--- config.mk ---
export PLATFORM = sky130hd
export DESIGN_NAME = shared_adder_sequencer
export DESIGN_NICKNAME = d
export VERILOG_FILES = /design/src/rtl/shared_adder_sequencer.sv
export SDC_FILE = /design/constraint.sdc
export NUM_CORES = 1
export LEC_CHECK = 0
export ABC_AREA = 0
export BUFFER_PORTS_ARGS = -buffer_cell sky130_fd_sc_hd__buf_2
export CAP_MARGIN = 20
export CORE_AREA = 3 3 139 141
export CTS_CLUSTER_DIAMETER = 120
export CTS_CLUSTER_SIZE = 30
export DETAILED_ROUTE_END_ITERATION = 10
export DIE_AREA = 0 0 142 144
export HOLD_SLACK_MARGIN = 0.06
export PLACE_DENSITY = 0.79
export RECOVER_POWER = 100
export SYNTH_ARGS = -nofsm -noshare
export SYNTH_HDL_FRONTEND = slang
export SYNTH_SLANG_ARGS = --single-unit
--- constraint.sdc ---
create_clock -name clk -period 5.5 [get_ports clk]
set_clock_uncertainty 0.2 [all_clocks]
set_input_delay 1.1 -clock clk [delete_from_list [all_inputs] [get_ports clk]]
set_output_delay 1.1 -clock clk [all_outputs]
set_load 0.005 [all_outputs]
--- src/rtl/shared_adder_sequencer.sv ---
// rtl/shared_adder_sequencer.sv - round-robin sequencer sharing one external 16-bit adder
//
// Purpose: grants one of NREQ requesters at a time (round robin), runs its
// addition through an external combinational 16-bit adder in one pass
// (narrow) or two chained passes (wide), and holds the result until taken.
//
// Ports:
//   clk, reset            clock, synchronous active-high reset
//   req_valid/wide/cin    per-requester request valid, 32-bit select, carry-in
//   req_a, req_b          packed 32-bit operands, requester i at [32i+31:32i]
//   req_ready             one-hot acceptance pulse (IDLE only)
//   busy                  high whenever the FSM is not IDLE
//   add_x/add_y/add_c0    operands to the external adder
//   add_sum/add_c16       result from the external adder
//   resp_valid/resp_ready result handshake
//   resp_id/sum/cout      requester id, 32-bit result, final carry-out

module shared_adder_sequencer #(
  parameter int NREQ = 4,
  parameter int IDW  = 2
) (
  input  logic                 clk,
  input  logic                 reset,
  input  logic [NREQ-1:0]      req_valid,
  input  logic [NREQ-1:0]      req_wide,
  input  logic [NREQ-1:0]      req_cin,
  input  logic [NREQ*32-1:0]   req_a,
  input  logic [NREQ*32-1:0]   req_b,
  output logic [NREQ-1:0]      req_ready,
  output logic                 busy,
  output logic [15:0]          add_x,
  output logic [15:0]          add_y,
  output logic                 add_c0,
  input  logic [15:0]          add_sum,
  input  logic                 add_c16,
  output logic                 resp_valid,
  input  logic                 resp_ready,
  output logic [IDW-1:0]       resp_id,
  output logic [31:0]          resp_sum,
  output logic                 resp_cout
);

  typedef enum logic [1:0] {
    S_IDLE    = 2'd0,
    S_EXEC_LO = 2'd1,
    S_EXEC_HI = 2'd2,
    S_RESP    = 2'd3
  } state_t;

  state_t         r_state;
  state_t         w_next;

  logic [IDW-1:0] r_ptr;
  logic [31:0]    r_a;
  logic [31:0]    r_b;
  logic           r_cin;
  logic           r_wide;
  logic [IDW-1:0] r_id;
  logic [15:0]    r_sum_lo;
  logic [15:0]    r_sum_hi;
  logic           r_carry;

  logic           w_found;
  logic [IDW-1:0] w_grant;
  logic [IDW-1:0] w_cand;
  logic [31:0]    w_sel_a;
  logic [31:0]    w_sel_b;
  logic           w_sel_cin;
  logic           w_sel_wide;

  // Round-robin search: first valid requester at or above r_ptr, wrapping.
  always_comb begin
    w_found = 1'b0;
    w_grant = '0;
    w_cand  = '0;
    for (int k = 0; k < NREQ; k++) begin
      w_cand = IDW'((int'(r_ptr) + k) % NREQ);
      if (!w_found && req_valid[w_cand]) begin
        w_found = 1'b1;
        w_grant = w_cand;
      end
    end
  end

  // Operand mux for the granted requester.
  always_comb begin
    w_sel_a    = '0;
    w_sel_b    = '0;
    w_sel_cin  = 1'b0;
    w_sel_wide = 1'b0;
    for (int i = 0; i < NREQ; i++) begin
      if (w_grant == IDW'(i)) begin
        w_sel_a    = req_a[32*i +: 32];
        w_sel_b    = req_b[32*i +: 32];
        w_sel_cin  = req_cin[i];
        w_sel_wide = req_wide[i];
      end
    end
  end

  always_ff @(posedge clk) begin
    if (reset) r_state <= S_IDLE;
    else       r_state <= w_next;
  end

  always_comb begin
    w_next     = r_state;
    req_ready  = '0;
    add_x      = 16'h0000;
    add_y      = 16'h0000;
    add_c0     = 1'b0;
    resp_valid = 1'b0;
    resp_id    = '0;
    resp_sum   = 32'h0000_0000;
    resp_cout  = 1'b0;
    case (r_state)
      S_IDLE: begin
        if (w_found) begin
          req_ready[w_grant] = 1'b1;
          w_next             = S_EXEC_LO;
        end
      end
      S_EXEC_LO: begin
        add_x  = r_a[15:0];
        add_y  = r_b[15:0];
        add_c0 = r_cin;
        w_next = r_wide ? S_EXEC_HI : S_RESP;
      end
      S_EXEC_HI: begin
        add_x  = r_a[31:16];
        add_y  = r_b[31:16];
        add_c0 = r_carry;
        w_next = S_RESP;
      end
      S_RESP: begin
        resp_valid = 1'b1;
        resp_id    = r_id;
        // r_sum_hi may be stale from an earlier wide op; narrow results mask it.
        resp_sum   = r_wide ? {r_sum_hi, r_sum_lo} : {16'h0000, r_sum_lo};
        resp_cout  = r_carry;
        if (resp_ready) w_next = S_IDLE;
      end
      default: w_next = S_IDLE;
    endcase
  end

  assign busy = (r_state != S_IDLE);

  always_ff @(posedge clk) begin
    if (reset) begin
      r_ptr    <= '0;
      r_a      <= '0;
      r_b      <= '0;
      r_cin    <= 1'b0;
      r_wide   <= 1'b0;
      r_id     <= '0;
      r_sum_lo <= '0;
      r_sum_hi <= '0;
      r_carry  <= 1'b0;
    end else begin
      case (r_state)
        S_IDLE: begin
          if (w_found) begin
            r_a    <= w_sel_a;
            r_b    <= w_sel_b;
            r_cin  <= w_sel_cin;
            r_wide <= w_sel_wide;
            r_id   <= w_grant;
            r_ptr  <= (w_grant == IDW'(NREQ - 1)) ? '0 : w_grant + IDW'(1);
          end
        end
        S_EXEC_LO: begin
          r_sum_lo <= add_sum;
          r_carry  <= add_c16;
        end
        S_EXEC_HI: begin
          r_sum_hi <= add_sum;
          r_carry  <= add_c16;
        end
        default: begin
        end
      endcase
    end
  end

endmodule

==> reports/metrics.yaml, run 1 <==
final_nets: 1399
p_comb_frac: 0.554
switchingPower_mw: 1.85
ant_nets: 0
synth_edf_count: 0
antenna_found_initial: 1
worstHoldPathType: "reg2reg"
fmax_mhz: 210
slew_headroom: -0.361
crit_type: "reg2out"
tns_ns: 0
crit_path_max_incr_delay_ns: 1.45
synth.most_common_cell: "dfxtp_1"
hold_ws_ns: 0.293
cts_resized: 0
netlist_instances: 806
ios: 362
startpoint_type: "flip-flop"
p_clk_frac: 0.164
maxCapViolations: 2
rows: 49
vias: 7374
cp_max_fo: 28
crit_path_end_kind: "output port"
grt_first_pass_wirelength_mm: 37.5
synthesis.nets: 1102
path_cells: "inv_1, ha_2, clkbuf_1, a22oi_1, nor2b_1, clkbuf_1"
seq_power_share: 0.282
insertion_delay_ns: 0.35
hp-start: "r_sum_lo[1]"
grt_usage: 0.228
syn_to_final_growth_pct: 22.6
pre_cts_ws_ns: 1.19
synth-seq-area-share: 0.290
crit_top_cell: "clkbuf_1"
synth-main-ff-cell: "dfxtp_1"
hpwl_mm: 18.4
timing.final.crit_share: 0.865
clkTransAtPathRegs_ns: 0.08
cts_tree: "built"
drt_iter0_drc: 392
violations: "max-capacitance violations, max-slew violations"
path_buf_inv: 3
netlist_area_um2: 7240
fp.dieW_um: 142
overflow: 0
viasPerCell: 5.51
syn_area_per_cell_um2: 8.98
finalHoldViolCount: 0
total_power_mw: 4.24
dr.pass1.iters: 7
worst_slew_pin_slew_ns: 2.04
drc: 0
start_util: 0.400
clock-sinks: 105
grt_start_max_net_pins: 77
setup_viol: 0
switching_share: 0.436
die-area_um2: 20400
cp-startpoint: "r_state[0]"
cp.arrival_ns: 3.46
core_um2: 18100
yosys-top-cells-count: "105 x dfxtp_1, 102 x nor2_1, 102 x nor2b_1"
nFillCells: 1835
postCtsSetupRepairBufs: 0
routabilityCongestion: 0.814
critical_path.slowest_cell: "clkbuf_1"
fin_ws_ns: 0.743
min_period_ns: 4.76
path_delay_family: "buffers and inverters"
slew_viol_final: 76
drive_gt1_frac: 0.375
rsz0062_at_grt: "false"
h-tree-depth: 3
first_global_vias: 6982
root_buffer: "clkbuf_16"
p_int_mw: 2.39
yosysWarnings: 0
cts_buffers: 9
power.density_nw_per_um2: 478
synth_top_area_frac: 0.290
worstPathRequired_ns: 4.20
synthArstFlopShare: 0
wl_mm: 25.0
synth-seq-cells: 105
synth_area_leaders: "dfxtp_1 29%, a221oi_2 11%, o311a_1 8.8%"
die_height_um: 144
port_buffers: 361
yosys.area.top_type: "dfxtp_1"
p_leak_nw: 3.87
wl_per_cell_um: 18.7
hold_buffers: 0
cts_buffer_depth: 2
crit-reg2reg-launch: "r_ptr[0]"
synthDistinctLibCells: 41
vdd_drop_max_mv: 0.302
outcome: "finished with violations"
==> cells by family after synthesis <==
group,synth area share
flops,0.290
mux,0.0470
buf+inv,0.0774
simple gates,0.307
fa+ha+maj,0.0138
compound gates,0.264
==> registers in the layout, indices dropped and copies added (netlist names) <==
name / count
r_state: 2
r_sum_hi: 16
r_a: 32
r_id: 2
r_wide: 1
r_ptr: 2
r_b: 32
r_sum_lo: 16
r_cin: 1
r_carry: 1
==> layout make-up <==
cell class,count,area (um2),share of cell area
inverter,7,26.3,0.00296
tap,229,287,0.0323
sequential,105,2100,0.237
clock buffer,10,239,0.0269
clock inverter,6,78.8,0.00888
antenna,1,2.50,0.000282
timing repair buffer,375,1840,0.207
multi-input combinational,605,4300,0.484
==> worst register-to-register path, delay by kind of cell (launching register included) <==
kind	cells	cell delay, ns
buf+inv	1	0.79
compound gates	3	0.81
simple gates	4	0.64
flops	1	0.38
fa+ha+maj	1	0.70
==> stage by stage <==
step | utilization | std cells | instance area [um2]
2_1_floorplan | - | 806 | 7240
3_3_place_gp | 0.495 | 1321 | 8950
3_5_place_dp | 0.495 | 1321 | 8950
4_1_cts | 0.512 | 1337 | 9270
5_1_grt | 0.490 | 1337 | 8870
6_report | 0.491 | 1338 | 8870
==> per-layer routing <==
layer,part of all wire,GRT usage,up-vias
met5,0.00080,0,-
met4,0.015,0.0505,2
met3,0.075,0.0632,32
met2,0.49,0.382,314
met1,0.42,0.295,3476
li1,-,-,3550
==> power groups by stage <==
| stage | sequential, mW | clock (mW) | combinational (mW) |
|---|---|---|---|
| 6_report | 1.20 | 0.696 | 2.35 |
| 3_5_place_dp | 1.20 | 0 | 2.54 |
| 2_1_floorplan | 1.12 | 0 | 2.06 |
| 4_1_cts | 1.19 | 0.718 | 2.55 |
| 3_3_place_gp | 1.20 | 0 | 2.49 |
| 5_1_grt | 1.22 | 0.748 | 2.62 |
==> layout by cell type, fill, tap and decap left out, types with 16 or more instances in the layout <==
| master | netlist | routed |
|---|---|---|
| nor3_2 | 59 | 55 |
| clkbuf_1 | 48 | 47 |
| o311a_1 | 64 | 64 |
| mux2i_1 | 34 | 34 |
| a22oi_1 | 33 | 33 |
| nor2_1 | 102 | 102 |
| a221oi_1 | 16 | 60 |
| nor2b_1 | 102 | 103 |
| dfxtp_1 | 105 | 105 |
| buf_2 | 13 | 313 |
| nand2_1 | 64 | 64 |
| and3_1 | 16 | 16 |
==> worst paths after layout <==
kind / to / slack, ns / cells after the start
worst min register to register: r_sum_lo[1] / 0.29 / 2
worst max-delay path: add_y[15] / 0.74 / 6
worst max register to register: r_a[2] / 1.90 / 9
worst min-delay path: r_sum_lo[1] / 0.29 / 2
Note: power is estimated with default switching activity, not from simulation.
==> run 2, diff against run 1 <==
--- a/config.mk
+++ b/config.mk
@@ -5,16 +5,16 @@
 export SDC_FILE = /design/constraint.sdc
 export NUM_CORES = 1
 export LEC_CHECK = 0
-export ABC_AREA = 0
+export ABC_AREA = 1
 export BUFFER_PORTS_ARGS = -buffer_cell sky130_fd_sc_hd__buf_2
 export CAP_MARGIN = 20
-export CORE_AREA = 3 3 139 141
+export CORE_AREA = 3 3 138 140
 export CTS_CLUSTER_DIAMETER = 120
 export CTS_CLUSTER_SIZE = 30
 export DETAILED_ROUTE_END_ITERATION = 10
-export DIE_AREA = 0 0 142 144
+export DIE_AREA = 0 0 141 143
 export HOLD_SLACK_MARGIN = 0.06
-export PLACE_DENSITY = 0.79
+export PLACE_DENSITY = 0.78
 export RECOVER_POWER = 100
 export SYNTH_ARGS = -nofsm -noshare
 export SYNTH_HDL_FRONTEND = slang
==> constraint.sdc (replaced) <==
create_clock -name clk -period 4.85 [get_ports clk]
set_clock_uncertainty 0.2 [all_clocks]
set_input_delay 0.97 -clock clk [delete_from_list [all_inputs] [get_ports clk]]
set_output_delay 0.97 -clock clk [all_outputs]
set_load 0.005 [all_outputs]
==> run 2 against run 1 <==
Compared with the run above:
- the run still ends with max-capacitance violations, max-slew violations left
- critical path depth grew 6
- utilization grew 1.4 points
- global-route usage grew 0.72 points
- die area shrank 1.4%
- total power grew 77%
- worst setup slack lost 0.15 ns
- highest routed layer unchanged
- worst hold slack lost 0.0063 ns
- sequential share of layout area shrank 0.52 points
==> reports/metrics.yaml, run 2 <==
die_height_um: 143  # was 144 um
antenna_found_initial: 1  # unchanged
drt_iter0_drc: 555  # was 392
syn_area_per_cell_um2: 5.67  # was 8.98 um2
cts_buffer_depth: 2  # unchanged
grt_start_max_net_pins: 134  # was 77
tns_ns: 0  # unchanged
rsz0062_at_grt: "false"  # unchanged
slew_viol_final: 67  # was 76
setup_viol: 0  # unchanged
worst_slew_pin_slew_ns: 1.55  # was 2.04 ns
drive_gt1_frac: 0.259  # was 0.375
cp.arrival_ns: 3.09  # was 3.46 ns
synth_top_area_frac: 0.300  # was 0.290
violations: "max-capacitance violations, max-slew violations"  # unchanged
root_buffer: "clkbuf_16"  # unchanged
final_cell_mix: "478 x nand2_1, 299 x buf_2, 174 x nor2_1"  # was 313 x buf_2, 105 x dfxtp_1, 103 x nor2b_1
finalHoldViolCount: 0  # unchanged
finalNonFillerCells: 1767  # was 1338
outcome: "finished with violations"  # unchanged
worstPathRequired_ns: 3.68  # was 4.20 ns
reg_top3: "r_a x32, r_b x32"  # unchanged
min_period_ns: 4.26
crit-reg2reg-launch: "r_ptr[0]"  # unchanged
yosysWarnings: 0  # unchanged
fmax_mhz: 235
grt_usage: 0.236  # was 0.228
ant_nets: 0  # unchanged
cts_buffers: 9  # unchanged
routabilityCongestion: 0.924  # was 0.814
die-area_um2: 20200  # was 20400 um2
core_um2: 18000  # was 18100 um2
n_antenna_cell: 0  # was 1
synth.most_common_cell: "nand2_1"  # was dfxtp_1
final_nets: 1829  # was 1399
grt_first_pass_wirelength_mm: 38.6  # was 37.5 mm
syn_to_final_growth_pct: 29.4  # was 22.6%
slew_headroom: -0.0316  # was -0.361
p_leak_nw: 4.81  # was 3.87 nW
hpwl_mm: 18.7  # was 18.4 mm
hold_buffers: 0  # unchanged
yosys-top-cells-count: "477 x nand2_1, 175 x nor2_1, 126 x o21ai_0"  # was 105 x dfxtp_1, 102 x nor2_1, 102 x nor2b_1
rows: 49  # unchanged
hold_depth: 2  # unchanged
fp.dieW_um: 141  # was 142 um
dr.pass1.iters: 5  # was 7
synth_area_leaders: "dfxtp_1 30%, nand2_1 26%, nor2_1 9.4%"  # was dfxtp_1 29%, a221oi_2 11%, o311a_1 8.8%
synth_edf_count: 0  # unchanged
cp_max_fo: 24  # was 28
netlist_instances: 1236  # was 806
startpoint_type: "primary input"  # was flip-flop
drc: 0  # unchanged
netlist_area_um2: 7010  # was 7240 um2
maxCapViolations: 2  # unchanged
synth-seq-area-share: 0.300  # was 0.290
crit_path_end_kind: "output port"  # unchanged
overflow: 0  # unchanged
ios: 362  # unchanged
start_util: 0.390  # was 0.400
postCtsSetupRepairBufs: 0  # unchanged
worstHoldPathType: "reg2reg"  # unchanged
synthDistinctLibCells: 27  # was 41
vdd_drop_max_mv: 0.391  # was 0.302 mV
final_common_cell: "nand2_1"  # was buf_2
timing.final.crit_share: 0.877
clock-sinks: 105  # unchanged
dpl.cell_count: 1750  # was 1321
fin_util: 0.505  # was 0.491
wl_mm: 25.2  # was 25.0 mm
synth-main-ff-cell: "dfxtp_1"  # unchanged
first_global_vias: 7783  # was 6982
port_buffers: 361  # unchanged
vias: 8799  # was 7374
cts_resized: 0  # unchanged
synthesis.nets: 1532  # was 1102
synthArstFlopShare: 0  # unchanged
insertion_delay_ns: 0.35  # about the same
yosys.area.top_type: "dfxtp_1"  # unchanged
crit_type: "in2out"  # was reg2out
power.density_nw_per_um2: 831  # was 478 nW/um2
viasPerCell: 4.98  # was 5.51
cts_tree: "built"  # unchanged
r2r_cells: 18  # was 9
wl_per_cell_um: 14.3  # was 18.7 um
synth-seq-cells: 105  # unchanged
cp-startpoint: "req_valid[1]"  # was r_state[0]
clkTransAtPathRegs_ns: 0.07  # was 0.08 ns
hp-start: "r_b[0]"  # was r_sum_lo[1]
h-tree-depth: 3  # unchanged
-- run 2: cells by family after synthesis --
| logic type | Yosys count | share of synthesized area |
|---|---|---|
| adder cells (fa/ha/maj) | 8 | 0.0143 |
| buffers and inverters | 134 | 0.0830 |
| flip-flops | 105 | 0.300 |
| AO/OA/AOI/OAI | 271 | 0.195 |
| AND/OR/NAND/NOR | 718 | 0.408 |
-- run 2: worst max-delay path, cell delays in order --
cell and delay [ns]:
buf_2 0.10, inv_1 0.06, nand2_1 0.07, nand3_1 0.13, nand2_1 0.11, nor2_4 0.16
nand4_1 0.10, nand3_1 0.17, ha_1 0.89, inv_2 0.06, nor2_1 0.12, clkbuf_1 0.12
-- run 2: worst paths after layout --
check | endpoint | slack [ns]
worst max-delay path | req_ready[2] | 0.59
worst min-delay path | r_b[0] | 0.29
worst max register to register | r_b[18] | 0.95
worst min register to register | r_b[0] | 0.29
-- run 2: layer usage --
| layer | part of all wire | vias to the layer above | global-route usage |
|---|---|---|---|
| li1 | - | 4485 | - |
| met1 | 0.41 | 3929 | 0.294 |
| met2 | 0.49 | 339 | 0.408 |
| met3 | 0.071 | 44 | 0.0509 |
| met4 | 0.024 | 2 | 0.0739 |
| met5 | 0.00079 | - | 0 |
-- run 2: power by group --
group,internal (mW),switching [mW],leakage (nW)
registers,1.21,0.226,0.870
clock network,0.405,0.347,0.146
logic,1.80,3.55,3.79
total,3.41,4.13,4.81
-- run 2: stage by stage --
| step | hold slack (ns) | instance area (um2) | power [mW] | setup slack [ns] |
|---|---|---|---|---|
| global route | 0.304 | 9070 | 8.45 | 0.423 |
| floorplan | 0.255 | 7010 | 5.61 | 1.11 |
| CTS | 0.287 | 9150 | 7.65 | 0.907 |
| finish | 0.287 | 9070 | 7.53 | 0.595 |
| global placement | 0.262 | 8840 | 6.76 | 0.945 |
| detailed placement | 0.272 | 8840 | 6.87 | 0.826 |
-- run 2: area by class of cell --
class | instances | area [um2]
clock buffers | 9 | 225
fillers | 1919 | 8890
clock inverters | 7 | 77.6
repair buffers | 375 | 1870
multi-input cells | 997 | 4330
inverters | 45 | 181
well taps | 229 | 287
flip-flops and latches | 105 | 2100
